File: src/rtl/cpu_dbg_defs.sv
// Shared encodings for the CPU run/halt/step debug controller.
package cpu_dbg_defs;

  typedef enum logic [1:0] {
    ST_HALTED = 2'd0,
    ST_RUN    = 2'd1,
    ST_STEP   = 2'd2
  } run_state_t;

  typedef enum logic [2:0] {
    CMD_NOP     = 3'd0,
    CMD_RUN     = 3'd1,
    CMD_HALT    = 3'd2,
    CMD_STEP    = 3'd3,
    CMD_SET_BP  = 3'd4,
    CMD_CLR_BP  = 3'd5,
    CMD_CLR_CNT = 3'd6,
    CMD_RSVD    = 3'd7
  } cmd_code_t;

  localparam logic [5:0] HALT_OP_DEFAULT = 6'b111111;

endpackage

File: src/rtl/cpu_run_ctrl_if.sv
// Debug/host command port: valid/ready handshake carrying a command code and data word.
interface cpu_run_ctrl_if;
  import cpu_dbg_defs::*;

  logic        cmd_valid;
  logic        cmd_ready;
  cmd_code_t   cmd_code;
  logic [31:0] cmd_data;

  modport master (output cmd_valid, output cmd_code, output cmd_data, input cmd_ready);
  modport slave  (input cmd_valid, input cmd_code, input cmd_data, output cmd_ready);
endinterface

File: src/rtl/cpu_run_ctrl_run_counter.sv
// Free-running wrap-around event counter; clear beats increment in the same cycle.
module run_counter #(
  parameter int CNT_W = 32
) (
  input  logic             clk,
  input  logic             reset,
  input  logic             inc,
  input  logic             clr,
  output logic [CNT_W-1:0] count
);

  always_ff @(posedge clk) begin
    if (reset || clr) begin
      count <= '0;
    end else if (inc) begin
      count <= count + 1'b1;
    end
  end

endmodule

File: src/rtl/cpu_run_ctrl.sv
// Run/halt/single-step controller producing the CPU commit enable, with cycle/instruction counters.
// Breakpoint logic is present only when CPU_RUN_CTRL_BREAKPOINT_EN is defined.
module cpu_run_ctrl
  import cpu_dbg_defs::*;
#(
  parameter int         CNT_W   = 32,
  parameter logic [5:0] HALT_OP = HALT_OP_DEFAULT
) (
  input  logic             clk,
  input  logic             reset,
  cpu_run_ctrl_if.slave    cmd,
  input  logic [31:0]      PC,
  input  logic [5:0]       op,
  output logic             cpu_en,
  output logic [1:0]       run_state,
  output logic             halt_hit,
  output logic             bp_hit,
  output logic [CNT_W-1:0] cycle_cnt,
  output logic [CNT_W-1:0] instr_cnt
);

  run_state_t state_q;
  logic       accept;
  logic       halt_stop;
  logic       bp_stop;
  logic       cnt_clr;

  assign cmd.cmd_ready = (state_q != ST_STEP);
  assign accept        = cmd.cmd_valid & cmd.cmd_ready;
  assign cnt_clr       = accept && (cmd.cmd_code == CMD_CLR_CNT);
  assign halt_stop     = (state_q != ST_HALTED) && (op == HALT_OP);
  assign run_state     = state_q;

`ifdef CPU_RUN_CTRL_BREAKPOINT_EN
  logic        bp_valid;
  logic        skip_bp;
  logic [31:0] bp_addr;

  // skip_bp lets a resumed RUN commit the instruction sitting on the breakpoint.
  assign bp_stop = (state_q == ST_RUN) && bp_valid && (PC == bp_addr) && !skip_bp && !halt_stop;

  always_ff @(posedge clk) begin
    if (reset) begin
      bp_valid <= 1'b0;
      bp_addr  <= '0;
      skip_bp  <= 1'b0;
      bp_hit   <= 1'b0;
    end else begin
      bp_hit <= bp_stop;
      if (state_q == ST_HALTED && accept && cmd.cmd_code == CMD_RUN) begin
        skip_bp <= 1'b1;
      end else if (state_q == ST_RUN) begin
        skip_bp <= 1'b0;
      end
      if (accept && cmd.cmd_code == CMD_SET_BP) begin
        bp_addr  <= cmd.cmd_data;
        bp_valid <= 1'b1;
      end else if (accept && cmd.cmd_code == CMD_CLR_BP) begin
        bp_valid <= 1'b0;
      end
    end
  end
`else
  logic unused_bp;
  assign unused_bp = ^{PC, cmd.cmd_data};
  assign bp_stop   = 1'b0;
  assign bp_hit    = 1'b0;
`endif

  assign cpu_en = !reset && (state_q != ST_HALTED) && !halt_stop && !bp_stop;

  always_ff @(posedge clk) begin
    if (reset) begin
      state_q  <= ST_HALTED;
      halt_hit <= 1'b0;
    end else begin
      halt_hit <= halt_stop;
      unique case (state_q)
        ST_HALTED: begin
          if (accept && cmd.cmd_code == CMD_RUN) begin
            state_q <= ST_RUN;
          end else if (accept && cmd.cmd_code == CMD_STEP) begin
            state_q <= ST_STEP;
          end
        end
        ST_RUN: begin
          // Stop conditions outrank a HALT command; the HALT accept cycle still commits.
          if (halt_stop || bp_stop) begin
            state_q <= ST_HALTED;
          end else if (accept && cmd.cmd_code == CMD_HALT) begin
            state_q <= ST_HALTED;
          end
        end
        default: state_q <= ST_HALTED;
      endcase
    end
  end

  run_counter #(.CNT_W(CNT_W)) u_cycle_cnt (
    .clk   (clk),
    .reset (reset),
    .inc   (state_q != ST_HALTED),
    .clr   (cnt_clr),
    .count (cycle_cnt)
  );

  run_counter #(.CNT_W(CNT_W)) u_instr_cnt (
    .clk   (clk),
    .reset (reset),
    .inc   (cpu_en),
    .clr   (cnt_clr),
    .count (instr_cnt)
  );

endmodule

File: src/flat_wrapper.sv
// flat-port wrapper written by rule: the top's interface ports become plain ports
module cpu_run_ctrl_flat import cpu_dbg_defs::*;
#(
  parameter int         CNT_W   = 32,
  parameter logic [5:0] HALT_OP = HALT_OP_DEFAULT
)
  (clk, reset, PC, op, cpu_en, run_state, halt_hit, bp_hit, cycle_cnt, instr_cnt, cmd_cmd_valid, cmd_cmd_code, cmd_cmd_data, cmd_cmd_ready);
  cpu_run_ctrl_if cmd_i ();
  input  logic clk;
  input  logic reset;
  input  logic [31:0] PC;
  input  logic [5:0] op;
  output logic cpu_en;
  output logic [1:0] run_state;
  output logic halt_hit;
  output logic bp_hit;
  output logic [CNT_W-1:0] cycle_cnt;
  output logic [CNT_W-1:0] instr_cnt;
  input wire logic [$bits(cmd_i.cmd_valid)-1:0] cmd_cmd_valid;
  input wire logic [$bits(cmd_i.cmd_code)-1:0] cmd_cmd_code;
  input wire logic [$bits(cmd_i.cmd_data)-1:0] cmd_cmd_data;
  output wire logic [$bits(cmd_i.cmd_ready)-1:0] cmd_cmd_ready;
  assign cmd_i.cmd_valid = cmd_cmd_valid;
  assign cmd_i.cmd_code = cmd_cmd_code;
  assign cmd_i.cmd_data = cmd_cmd_data;
  assign cmd_cmd_ready = cmd_i.cmd_ready;
  cpu_run_ctrl #(.CNT_W(CNT_W), .HALT_OP(HALT_OP)) u_core (.clk(clk), .reset(reset), .cmd(cmd_i), .PC(PC), .op(op), .cpu_en(cpu_en), .run_state(run_state), .halt_hit(halt_hit), .bp_hit(bp_hit), .cycle_cnt(cycle_cnt), .instr_cnt(instr_cnt));
endmodule
File: config.mk
export PLATFORM = sky130hd
export DESIGN_NAME = cpu_run_ctrl_flat
export DESIGN_NICKNAME = d
export VERILOG_FILES = /design/src/rtl/cpu_dbg_defs.sv /design/src/rtl/cpu_run_ctrl_if.sv /design/src/rtl/cpu_run_ctrl_run_counter.sv /design/src/rtl/cpu_run_ctrl.sv /design/src/flat_wrapper.sv
export SDC_FILE = /design/constraint.sdc
export NUM_CORES = 1
export LEC_CHECK = 0
export CAP_MARGIN = 20
export CORE_MARGIN = 2
export CORE_UTILIZATION = 44
export DETAILED_ROUTE_END_ITERATION = 6
export GPL_TIMING_DRIVEN = 0
export PLACE_DENSITY_LB_ADDON = 0.3
export SYNTH_ARGS = -nofsm -noshare
export SYNTH_HDL_FRONTEND = slang
export SYNTH_SLANG_ARGS = --single-unit
File: constraint.sdc
create_clock -name clk -period 2.6 [get_ports clk]
set_input_delay 0.39 -clock clk [delete_from_list [all_inputs] [get_ports clk]]
set_output_delay 0.39 -clock clk [all_outputs]
set_load 0.05 [all_outputs]
# [Word-level counts from Yosys, hierarchy flattened]
# Index checks and enable logic that the tools add are counted.
[totals] reg_bits=67 input_bits=76 output_inout_bits=70 elab_cells=34
[op_classes] addsub=2 eq_ne=9 mux=5 bitwise=1 reduce_logical=13
[op_table] operator="$add 32x1->32 const B" n=2
[op_table] operator="$mux 2" n=4
[op_table] operator="$logic_and 1x1->1" n=7
[op_table] operator="$eq 3x2->1 const B" n=2
[op_table] operator="$eq 6x6->1 const B" n=1
[op_table] operator="$ne 3x1->1 const B" n=2
[op_table] operator="$pmux 2 s2" n=1
[op_table] operator="$eq 3x1->1 const B" n=1
[op_table] operator="$eq 3x3->1 const B" n=1
[op_table] operator="$eq 2x1->1 const B" n=1
[op_table] operator="$logic_not 1->1" n=2
[op_table] operator="$logic_not 2->1" n=1
[op_table] operator="$ne 2x2->1 const B" n=1
[op_table] operator="$reduce_and 2->1" n=1
[op_table] operator="$reduce_bool 2->1" n=1
[op_table] operator="$and 1x1->1" n=1
[op_table] operator="$logic_or 1x1->1" n=1

# [Depth between registers and ports, before layout]
# Gate-level depths: netlist of run 1.
[logic_depth] word_depth=6 ltp_mapped=6 mapped_depth_nobuf=6

# [Hierarchy]
# From an unflattened synthesis of run 1, not the netlist that was laid out.
[unflattened] hier_cells=379 area_unflattened_um2=3305.7
[modules_own_cells] mod="run_counter" instances=2 cells_each=178 area_per_inst_um2=1566.5 seq_area_each_um2=640.6
[modules_own_cells] mod="cpu_run_ctrl" instances=1 cells_each=23 area_per_inst_um2=172.7 seq_area_each_um2=60.1

# [Worst setup path after synthesis of run 1]
# No wires, ideal clock.
[synth_timing] kind="reg2reg" startpoint="register u_core.state_q[1] (netlist: u_core.run_state[1])" endpoint="register u_core.u_instr_cnt.count[29]" setup_ns=0.070 t_arrival_ns=2.159 required_time_ns=2.530 path_slack_ns=0.370 stages_incl_launch_ff=7 path_buffers=0 synth_period_minus_slack_ns=2.230 path_cell_list="dfxtp_1 nor2_2 a311o_4 inv_6 nand3_4 or4_1 a21oi_1"
[synth_via] elab_chain_cells=4 elab_cells_between_ends=9 classes_between="eq/ne: 1; bitwise: 1; reduce/logical: 7"
[synth_lines] element="from (decl)" line="cpu_run_ctrl.sv:22" source="run_state_t state_q;"
[synth_lines] element="from (signal assigned)" line="cpu_run_ctrl.sv:74" source="state_q <= ST_HALTED;"
[synth_lines] element="from (signal assigned)" line="cpu_run_ctrl.sv:81" source="state_q <= ST_RUN;"
[synth_lines] element="from (signal assigned)" line="cpu_run_ctrl.sv:83" source="state_q <= ST_STEP;"
[synth_lines] element="$reduce_bool 2->1 (*)" line="cpu_run_ctrl.sv:31, cpu_run_ctrl.sv:70"
[synth_lines] element="$logic_and 1x1->1" line="cpu_run_ctrl.sv:31" source="assign halt_stop = (state_q != ST_HALTED) && (op == HALT_OP);"
[synth_lines] element="$logic_not 1->1" line="cpu_run_ctrl.sv:70" source="assign cpu_en = !reset && (state_q != ST_HALTED) && !halt_stop && !bp_stop;"
[synth_lines] element="$logic_and 1x1->1 (*)" line="cpu_run_ctrl.sv:70"
[synth_lines] element="net cpu_en" line="flat_wrapper.sv:13" source="output logic cpu_en;"
[synth_lines] element="to (signal assigned)" line="cpu_run_ctrl_run_counter.sv:16" source="count <= count + 1'b1;"
[synth_lines] element="to (decl)" line="cpu_run_ctrl_run_counter.sv:9" source="output logic [CNT_W-1:0] count"
# Mark *: on every way through the listed nets, which the timed path passes. The rest lies on a longest branch.
# A chain may end at the register's enable or synchronous reset.

# [Worst setup path after layout of run 1]
[layout_timing] startpoint="input port op[5]" endpoint="output port cpu_en"
[layout_via] elab_chain_cells=4
[layout_lines] element="from (decl)" line="flat_wrapper.sv:12" source="input logic [5:0] op;"
[layout_lines] element="$eq 6x6->1" line="cpu_run_ctrl.sv:31"
[layout_lines] element="$logic_and 1x1->1" line="cpu_run_ctrl.sv:31"
[layout_lines] element="$logic_not 1->1" line="cpu_run_ctrl.sv:70"
[layout_lines] element="$logic_and 1x1->1" line="cpu_run_ctrl.sv:70"
[layout_lines] element="to (decl)" line="flat_wrapper.sv:13"
# No other way between the ends.

==> impl_metrics.json, run 1 <==
{
  "critical_path.max_fanout": 8,
  "cp_cell_sequence": "clkdlybuf4s50_1, and4_1, a311o_4, inv_6, clkdlybuf4s15_1",
  "pwr_density_cell_nw_per_um2": 465,
  "cp_launch_type": "input port",
  "die_x_um": 87.9,
  "first_global_vias": 2643,
  "routed_wirelength_mm": 7.22,
  "global_route_usage_sum_pct": 19.9,
  "share_of_flip_flops_with_an_asynchronous_set_or_reset_after_synthesis_pct": 0,
  "grt_use_met1_pct": 26.0,
  "drt-initial-drc-count": 99,
  "initial_antenna_violation_count": 0,
  "post-route-worst-setup-slack_ns": 0.116,
  "hold_violations": 0,
  "comb_power_share_pct": 4.2,
  "p_int_mw": 1.50,
  "clock_sinks": 67,
  "leakagePower_nw": 1.38,
  "p_sw_uw": 463,
  "sequential_cell_area_fraction_in_the_yosys_report_pct": 43.3,
  "slew_headroom_pct": 60.2,
  "place_worst_setup_slack_ns": -0.201,
  "clock_skew_ns": 0.0107,
  "htree_levels": 3,
  "worst-slew-pin-transition_ns": 0.593,
  "rsz0062_at_grt": "false",
  "syn-mean-instance-area_um2": 8.78,
  "portBuffers": 80,
  "grt_overflow_total": 0,
  "detail_route.wl_per_cell_um": 13.3,
  "sequentialPowerShare_pct": 52.7,
  "synth_warnings": 0,
  "worst_hold_path_type": "reg -> reg",
  "p_clk_share_pct": 43.1,
  "antenna_left": 0,
  "synth.top_cells.by_count": "dfxtp_1 (67), nor2_1 (63), xor2_1 (28)",
  "endpoint_kind": "output pin",
  "worst_path_largest_cell_delay_ns": 0.50,
  "outcome": "finished clean",
  "final_layout_size_suffix_gt1_share_pct": 7.35,
  "grt_first_pass_wirelength_mm": 12.3,
  "power.switching_fraction_pct": 23.6,
  "viasPerCell": 5.28,
  "netlist.top_cell.by_area": "dfxtp_1",
  "drt-pass1-iter-count": 4,
  "clkTransAtPathRegs_ns": 0.07,
  "syn_area_um2": 3100,
  "synth_most_common_cell": "dfxtp_1",
  "clk_root_buffer_cell": "clkbuf_8",
  "vdd.ir_drop.worst_mv": 0.293,
  "synth_top_cell_area_share_pct": 43.3,
  "setup_total_negative_slack_ns": 0,
  "synth.ff_latch_count": 67,
  "maximum_number_of_pins_on_one_net_before_global_route_repair": 13,
  "via_count": 2877,
  "tritoncts.num_buffers": 9,
  "timing.critical_path.arrival_ns": 2.09,
  "global_route.usage.met2_pct": 32.6,
  "count_of_flip_flops_with_a_built_in_enable_after_synthesis": 0,
  "syn_to_final_growth_pct": 35.9,
  "floorplan.rows": 30,
  "worst-setup-path-type": "in -> out",
  "total_nets_final": 522,
  "crit_family": "buffers and inverters",
  "netlist_instances": 353,
  "number_of_library_cell_types_mapped_by_synthesis": 43,
  "tritoncts": "built",
  "timing.critical_path.buf_inv": 3,
  "half_perimeter_wire_length_after_placement_mm": 5.21,
  "worst_ep_required_time_ns": 2.21,
  "synth.area.top_cells": "dfxtp_1 (43%), xor2_1 (7.9%), nor2_1 (7.6%)",
  "post_cts_hold_buffer_count": 0,
  "final_min_period_over_clock_period_pct": 95.5,
  "route.detailed.drc": 0,
  "floorplan.die_area_um2": 7730,
  "place.gp.congestion": 0.799,
  "cts_buffer_depth": 2,
  "dominantRegCellSynth": "dfxtp_1",
  "mappedNetlistNets": 431,
  "initial_core_util_pct": 45.6,
  "boundaryPins": 146,
  "final.min_clock_period_ns": 2.48,
  "design.core.area_um2": 6790,
  "report.final.slew_viol_count": 0,
  "die_height_um": 87.9,
  "grtUsageMet3_pct": 3.68,
  "critical_path.slowest_cell": "clkdlybuf4s15_1",
  "clk_latency_ns": 0.34,
  "final_cell_area_um2": 4210,
  "setup_violations": 0,
  "diodes": 0,
  "fmax_ghz": 0.403,
  "setup_bufs_post_cts": 0,
  "placed_area_um2": 4020,
  "grt.busiest_layer": "met2",
  "timing.max_cap.violations": 0
}
metrics by stage:
step / power, mW / utilization, % / std cells / hold WS (ns)
CTS: 1.98 / 62.0 / 545 / 0.499
finish: 1.96 / 62.0 / 545 / 0.497
global placement: 1.14 / 59.2 / 529 / 0.469
floorplan: 1.10 / - / 353 / 0.462
detailed placement: 1.14 / 59.2 / 529 / 0.487
global route: 2.04 / 62.0 / 545 / 0.510
worst paths after layout:
check                           cells after the start                      endpoint                    startpoint  slack, ns
worst min-delay path                                2  u_core.u_instr_cnt.count[29]  u_core.u_instr_cnt.count[29]       0.50
worst max-delay path                                5                        cpu_en                         op[5]       0.12
worst min register to register                      2  u_core.u_instr_cnt.count[29]  u_core.u_instr_cnt.count[29]       0.50
worst max register to register                      5  u_core.u_instr_cnt.count[29]  u_core.u_instr_cnt.count[15]       0.46
worst register-to-register path, cell delays in order (launching register included):
cell	delay, ns
dfxtp_1	0.41
nand4_2	0.29
nor4_2	0.54
nand3_4	0.18
or4_1	0.50
a21oi_1	0.14
repair_timing:
item | 4_1_cts | 5_1_grt
resized for setup | 1 | 1
setup endpoints to repair | 1 | 1
gates cloned | 0 | 0
cells in the final DEF (no fill, tap or decap), types with 4 or more instances in the layout:
cell / instances
a21oi_1: 11
or3_1: 6
nand4_1: 20
clkbuf_1: 8
nand3_1: 16
nor3_1: 9
xor2_1: 28
nor2_1: 63
xnor2_1: 24
dfxtp_1: 67
and4_1: 10
and3_1: 4
inv_1: 4
nand2_1: 25
clkbuf_8: 9
o21ai_0: 8
nor4_1: 12
clkdlybuf4s50_1: 79
logic make-up after synthesis:
family,Yosys count,share of synthesized area [%]
flip-flops,67,43.3
adder cells (fa/ha/maj),2,0.807
AO/OA/AOI/OAI,29,6.01
buffers and inverters,16,2.30
XOR/XNOR,52,14.7
other,1,0.121
AND/OR/NAND/NOR,186,32.8
sequential cells by signal, summed over array words and instances, names as in the netlist:
register / count
u_core.u_cycle_cnt.count: 32
u_core.u_instr_cnt.count: 32
u_core.run_state: 2
u_core.halt_hit: 1
metal layers:
| layer | routed length [um] | vias up |
|---|---|---|
| met4 | 110 | 0 |
| met1 | 3290 | 1368 |
| met2 | 3480 | 73 |
| met5 | 0 | - |
| li1 | - | 1426 |
| met3 | 335 | 10 |
cell type report:
| cell class | instances | area (um^2) |
|---|---|---|
| clock buffers | 9 | 124 |
| well taps | 96 | 120 |
| fillers | 597 | 2580 |
| clock inverters | 7 | 68.8 |
| plain buffers | 11 | 47.5 |
| flip-flops and latches | 67 | 1340 |
| repair buffers | 80 | 801 |
| inverters | 5 | 23.8 |
| multi-input cells | 270 | 1690 |
power groups by stage:
stage	Sequential (mW)	Clock [mW]	Combinational [mW]
detailed placement	1.06	0	0.0843
global placement	1.06	0	0.0824
global route	1.03	0.914	0.0903
finish	1.03	0.844	0.0832
floorplan	1.06	0	0.0376
CTS	1.03	0.861	0.0843
No activity file was read; power rests on OpenSTA's default activity.
==> inputs of run 2 (changes only) <==
ABC_AREA = 1   (was default)
CORE_MARGIN = default   (was 2)
==> impl_metrics.json, run 2 <==
{
  "rsz0062_at_grt": "false",
  "htree_levels": 3,
  "cp-startpoint": "reset",
  "maximum_number_of_pins_on_one_net_before_global_route_repair": 11,
  "final.min_clock_period_ns": 2.48,
  "cp_cell_sequence": "clkdlybuf4s50_1, nor2_4, nand2_8, inv_2, buf_6, clkdlybuf4s15_1",
  "timing.max_cap.violations": 0,
  "dominantRegCellSynth": "dfxtp_1",
  "timing.critical_path.buf_inv": 4,
  "layout.cells.non_filler": 797,
  "reg2reg_from": "u_core.u_instr_cnt.count[0]",
  "worst_path_largest_cell_delay_ns": 0.55,
  "most_common_library_cell_in_the_layout_ignoring_fill_and_taps": "nand2_1",
  "synth.top_cells.by_count": "nand2_1 (157), nor2_1 (126), inv_1 (77)",
  "via_count": 4063,
  "clk_root_buffer_cell": "clkbuf_8",
  "viasPerCell": 5.10,
  "boundaryPins": 146,
  "drt-pass1-iter-count": 5,
  "vdd.ir_drop.worst_mv": 0.292,
  "clock_sinks": 67,
  "place_worst_setup_slack_ns": -0.177,
  "clock_skew_ns": 0.00708,
  "initial_core_util_pct": 45.6,
  "number_of_library_cell_types_mapped_by_synthesis": 33,
  "portBuffers": 80,
  "design.core.area_um2": 8260,
  "netlist.top_cell.by_area": "dfxtp_1",
  "routed_wirelength_mm": 9.95,
  "antenna_left": 0,
  "clkTransAtPathRegs_ns": 0.07,
  "syn-mean-instance-area_um2": 6.31,
  "clk_latency_ns": 0.34,
  "worst-slew-pin-transition_ns": 0.535,
  "place.gp.congestion": 0.919,
  "outcome": "finished clean",
  "fmax_ghz": 0.403,
  "die_height_um": 94.5,
  "cts_buffer_depth": 2,
  "ff2ff_path_depth": 8,
  "endpoint_kind": "output pin",
  "post-route-worst-setup-slack_ns": 0.119,
  "detail_route.wl_per_cell_um": 12.5,
  "route.detailed.drc": 0,
  "grt_overflow_total": 0,
  "critical_path.slowest_cell": "clkdlybuf4s50_1",
  "report.power.total_mw": 1.94,
  "worst-r2r-setup-slack_ns": 0.84,
  "initial_antenna_violation_count": 0,
  "synth_most_common_cell": "nand2_1",
  "share_of_flip_flops_with_an_asynchronous_set_or_reset_after_synthesis_pct": 0,
  "syn_to_final_growth_pct": 29.0,
  "synth.ff_latch_count": 67,
  "report.final.slew_viol_count": 0,
  "cp_launch_type": "input port",
  "floorplan.rows": 33,
  "synth_warnings": 0,
  "tritoncts.num_buffers": 9,
  "global_route_usage_sum_pct": 23.6,
  "final_min_period_over_clock_period_pct": 95.4,
  "timing.critical_path.arrival_ns": 2.09,
  "drt-initial-drc-count": 172,
  "count_of_flip_flops_with_a_built_in_enable_after_synthesis": 0,
  "synth_top_cell_area_share_pct": 35.6,
  "floorplan.die_area_um2": 8930,
  "half_perimeter_wire_length_after_placement_mm": 7.69,
  "syn_area_um2": 3770,
  "worst_hold_path_type": "reg -> reg",
  "hold_violations": 0,
  "grt_first_pass_wirelength_mm": 16.6,
  "pwr_density_cell_nw_per_um2": 399,
  "diodes": 0,
  "netlist_instances": 597,
  "total_nets_final": 766,
  "worst-setup-path-type": "in -> out",
  "first_global_vias": 3830,
  "slew_headroom_pct": 64.2,
  "setup_violations": 0,
  "crit_path_end": "cpu_en",
  "layout.cells.most_common_list": "nand2_1 (157), nor2_1 (126), clkdlybuf4s50_1 (79)",
  "worstReg2RegEnd": "u_core.u_instr_cnt.count[12]",
  "tritoncts": "built",
  "worst_ep_required_time_ns": 2.21,
  "placed_area_um2": 4700,
  "finalCoreUtilization_pct": 58.8,
  "crit_cells": 6,
  "mappedNetlistNets": 675,
  "dp.cells": 782,
  "final_layout_size_suffix_gt1_share_pct": 6.50,
  "critical_path.max_fanout": 10,
  "final_cell_area_um2": 4860,
  "leakagePower_nw": 1.89,
  "crit_family": "buffers and inverters",
  "sequential_cell_area_fraction_in_the_yosys_report_pct": 35.6,
  "synth.area.top_cells": "dfxtp_1 (36%), nand2_1 (16%), nor2_1 (13%)",
  "die_x_um": 94.5
}
[run 2: per-stage QoR]
| stage | hold slack [ns] | TNS, ns |
|---|---|---|
| after global placement | 0.477 | -0.151 |
| after CTS | 0.502 | 0 |
| after floorplan | 0.459 | 0 |
| after detailed placement | 0.491 | -0.177 |
| final | 0.501 | 0 |
| after global routing | 0.529 | 0 |
[run 2: repair_timing]
| item | in CTS | in global routing |
|---|---|---|
| hold buffers | 0 | 0 |
| cloned | 0 | 0 |
| endpoints found under the hold margin | 0 | 0 |
| endpoints found under the setup margin | 1 | 1 |
| resized for setup | 1 | 1 |
| buffers inserted | 0 | 0 |
[run 2: routing by layer]
metal	part of all wire [%]	GRT usage (%)	wire (um)	vias up
li1	-	-	-	2062
met1	42	26.6	4150	1843
met2	50	43.1	4950	138
met3	6.7	5.80	667	20
met4	1.9	8.21	187	0
met5	0	0	0	-
[run 2: worst min path at each step]
stage,start,to,cells after the start,slack [ns]
finish,u_core.u_cycle_cnt.count[5],u_core.u_cycle_cnt.count[5],2,0.50
global route,u_core.u_cycle_cnt.count[5],u_core.u_cycle_cnt.count[5],2,0.53
CTS,u_core.u_cycle_cnt.count[8],u_core.u_cycle_cnt.count[8],2,0.50
detailed placement,u_core.u_instr_cnt.count[0],u_core.u_instr_cnt.count[0],1,0.49
global placement,u_core.u_instr_cnt.count[0],u_core.u_instr_cnt.count[0],1,0.48
floorplan,reset,u_core.run_state[0],1,0.46
[run 2: worst reg2reg max path: stages, from the launching register on]
cell     delay (ns)
dfxtp_1        0.41
ha_1           0.23
nand3_1        0.11
nor2_1         0.28
nand2_1        0.08
nor2_1         0.29
nand3_1        0.13
nand2_1        0.08
nor2_1         0.04
[run 2: kinds of logic (layout without fill, tap and decap cells)]
group,Yosys count,after routing,synth area share [%]
buffers and inverters,88,183,9.63
other,1,1,0.0996
AO/OA/AOI/OAI,51,51,7.34
AND/OR/NAND/NOR,381,381,45.0
adder cells (fa/ha/maj),2,2,0.664
XOR/XNOR,7,7,1.63
flip-flops,67,67,35.6
[run 2: power by group]
| group | leakage [nW] | switching [mW] | internal, mW |
|---|---|---|---|
| clock network | 0.0860 | 0.381 | 0.363 |
| registers | 0.540 | 0.00715 | 1.03 |
| logic | 1.26 | 0.101 | 0.0537 |
[run 2: area by class of cell]
class,count,area (um^2)
Buffer,10,70.1
Fill cell,804,3400
Timing Repair Buffer,80,801
Sequential cell,67,1340
Clock buffer,12,145
Clock inverter,3,15.0
Multi-Input combinational cell,442,2060
Inverter,78,293
Tap cell,105,131
==> inputs of run 3 (changes only) <==
ABC_AREA = default   (was 1)
==> impl_metrics.json, run 3 (synthesized netlist as in run 1, its figures left out) <==
{
  "hold_violations": 0,
  "cp_cell_sequence": "clkdlybuf4s50_1, and4_1, a311o_4, inv_6, dlygate4sd2_1",
  "worst_hold_path_type": "reg -> reg",
  "crit_family": "buffers and inverters",
  "clkTransAtPathRegs_ns": 0.07,
  "syn_to_final_growth_pct": 36.0,
  "cp_launch_type": "input port",
  "initial_core_util_pct": 45.6,
  "via_count": 2806,
  "final.min_clock_period_ns": 2.52,
  "clock_skew_ns": 0.0108,
  "tritoncts.num_buffers": 9,
  "sequentialPowerShare_pct": 52.2,
  "p_clk_share_pct": 43.7,
  "fmax_ghz": 0.397,
  "leakagePower_nw": 1.38,
  "detail_route.wl_per_cell_um": 13.3,
  "setup_violations": 0,
  "post_cts_hold_buffer_count": 0,
  "drt-initial-drc-count": 90,
  "timing.max_cap.violations": 0,
  "half_perimeter_wire_length_after_placement_mm": 5.23,
  "layout.cells.non_filler": 545,
  "antenna_left": 0,
  "floorplan.rows": 30,
  "grt_overflow_total": 0,
  "final_layout_size_suffix_gt1_share_pct": 6.90,
  "maximum_number_of_pins_on_one_net_before_global_route_repair": 12,
  "htree_levels": 3,
  "route.detailed.drc": 0,
  "clk_latency_ns": 0.35,
  "placed_area_um2": 4020,
  "total_nets_final": 522,
  "slew_headroom_pct": 61.2,
  "outcome": "finished clean",
  "grt_first_pass_wirelength_mm": 12.0,
  "p_int_mw": 1.53,
  "boundaryPins": 146,
  "pwr_density_cell_nw_per_um2": 469,
  "diodes": 0,
  "die_x_um": 85.9,
  "layout.cells.most_common_list": "clkdlybuf4s50_1 (79), dfxtp_1 (67), nor2_1 (63)",
  "worst_path_largest_cell_delay_ns": 0.53,
  "final_min_period_over_clock_period_pct": 96.8,
  "portBuffers": 80,
  "p_sw_uw": 452,
  "vdd.ir_drop.worst_mv": 0.302,
  "routed_wirelength_mm": 7.22,
  "worst-slew-pin-transition_ns": 0.577,
  "first_global_vias": 2634,
  "clk_root_buffer_cell": "clkbuf_8",
  "comb_power_share_pct": 4.2,
  "viasPerCell": 5.15,
  "floorplan.die_area_um2": 7390,
  "cts_buffer_depth": 2,
  "critical_path.slowest_cell": "dlygate4sd2_1",
  "post-route-worst-setup-slack_ns": 0.0822,
  "power.switching_fraction_pct": 22.8,
  "dp.cells": 529,
  "place_worst_setup_slack_ns": -0.196,
  "clock_sinks": 67,
  "final_cell_area_um2": 4220,
  "drt-pass1-iter-count": 4,
  "rsz0062_at_grt": "false",
  "design.core.area_um2": 6790,
  "place.gp.congestion": 0.770,
  "die_height_um": 85.9,
  "tritoncts": "built",
  "timing.critical_path.buf_inv": 3,
  "initial_antenna_violation_count": 0,
  "report.final.slew_viol_count": 0,
  "report.power.total_mw": 1.98,
  "endpoint_kind": "output pin",
  "global_route_usage_sum_pct": 20.6,
  "most_common_library_cell_in_the_layout_ignoring_fill_and_taps": "clkdlybuf4s50_1",
  "worst_ep_required_time_ns": 2.21,
  "critical_path.max_fanout": 8,
  "timing.critical_path.arrival_ns": 2.13,
  "worst-setup-path-type": "in -> out"
}
==> run 3: through the flow <==
step | TNS (ns) | hold slack (ns) | utilization [%]
2_1_floorplan | 0 | 0.462 | -
3_3_place_gp | -0.169 | 0.472 | 59.2
3_5_place_dp | -0.196 | 0.491 | 59.2
4_1_cts | 0 | 0.502 | 62.0
5_1_grt | 0 | 0.545 | 62.0
6_report | 0 | 0.501 | 62.0
==> run 3: worst min-delay path: stages, from the launching register on <==
cell and delay (ns):
dfxtp_1 0.33, o31ai_1 0.07, a21oi_1 0.06
==> run 3: cell type report <==
class / instances / area, um^2
multi-input cells: 270 / 1690
clock inverters: 4 / 50.0
fillers: 598 / 2580
clock buffers: 12 / 145
flip-flops and latches: 67 / 1340
well taps: 96 / 120
plain buffers: 11 / 47.5
repair buffers: 80 / 800
inverters: 5 / 23.8
==> run 3: worst paths after layout <==
| check | to | cells after the start | slack, ns | from |
|---|---|---|---|---|
| setup / recovery | cpu_en | 5 | 0.08 | op[5] |
| hold / removal | u_core.u_instr_cnt.count[29] | 2 | 0.50 | u_core.u_instr_cnt.count[29] |
| setup reg to reg | u_core.u_instr_cnt.count[29] | 5 | 0.51 | u_core.u_instr_cnt.count[14] |
| hold reg to reg | u_core.u_instr_cnt.count[29] | 2 | 0.50 | u_core.u_instr_cnt.count[29] |
==> run 3: power by group through the flow <==
stage / clock, mW / combinational, mW / sequential (mW)
3_3_place_gp: 0 / 0.0821 / 1.06
3_5_place_dp: 0 / 0.0831 / 1.06
2_1_floorplan: 0 / 0.0376 / 1.06
6_report: 0.864 / 0.0824 / 1.03
5_1_grt: 0.933 / 0.0887 / 1.03
4_1_cts: 0.882 / 0.0831 / 1.03
==> run 3: timing repair <==
item	in CTS	in global routing
resized for setup	1	0
endpoints found under the setup margin	1	0
buffers inserted	0	0
==> run 3: layer usage <==
| layer | vias up | wire length [um] | GRT usage, % |
|---|---|---|---|
| li1 | 1420 | - | - |
| met1 | 1313 | 3280 | 25.0 |
| met2 | 62 | 3510 | 35.2 |
| met3 | 11 | 303 | 3.85 |
| met4 | 0 | 131 | 9.70 |
| met5 | - | 0 | 0 |
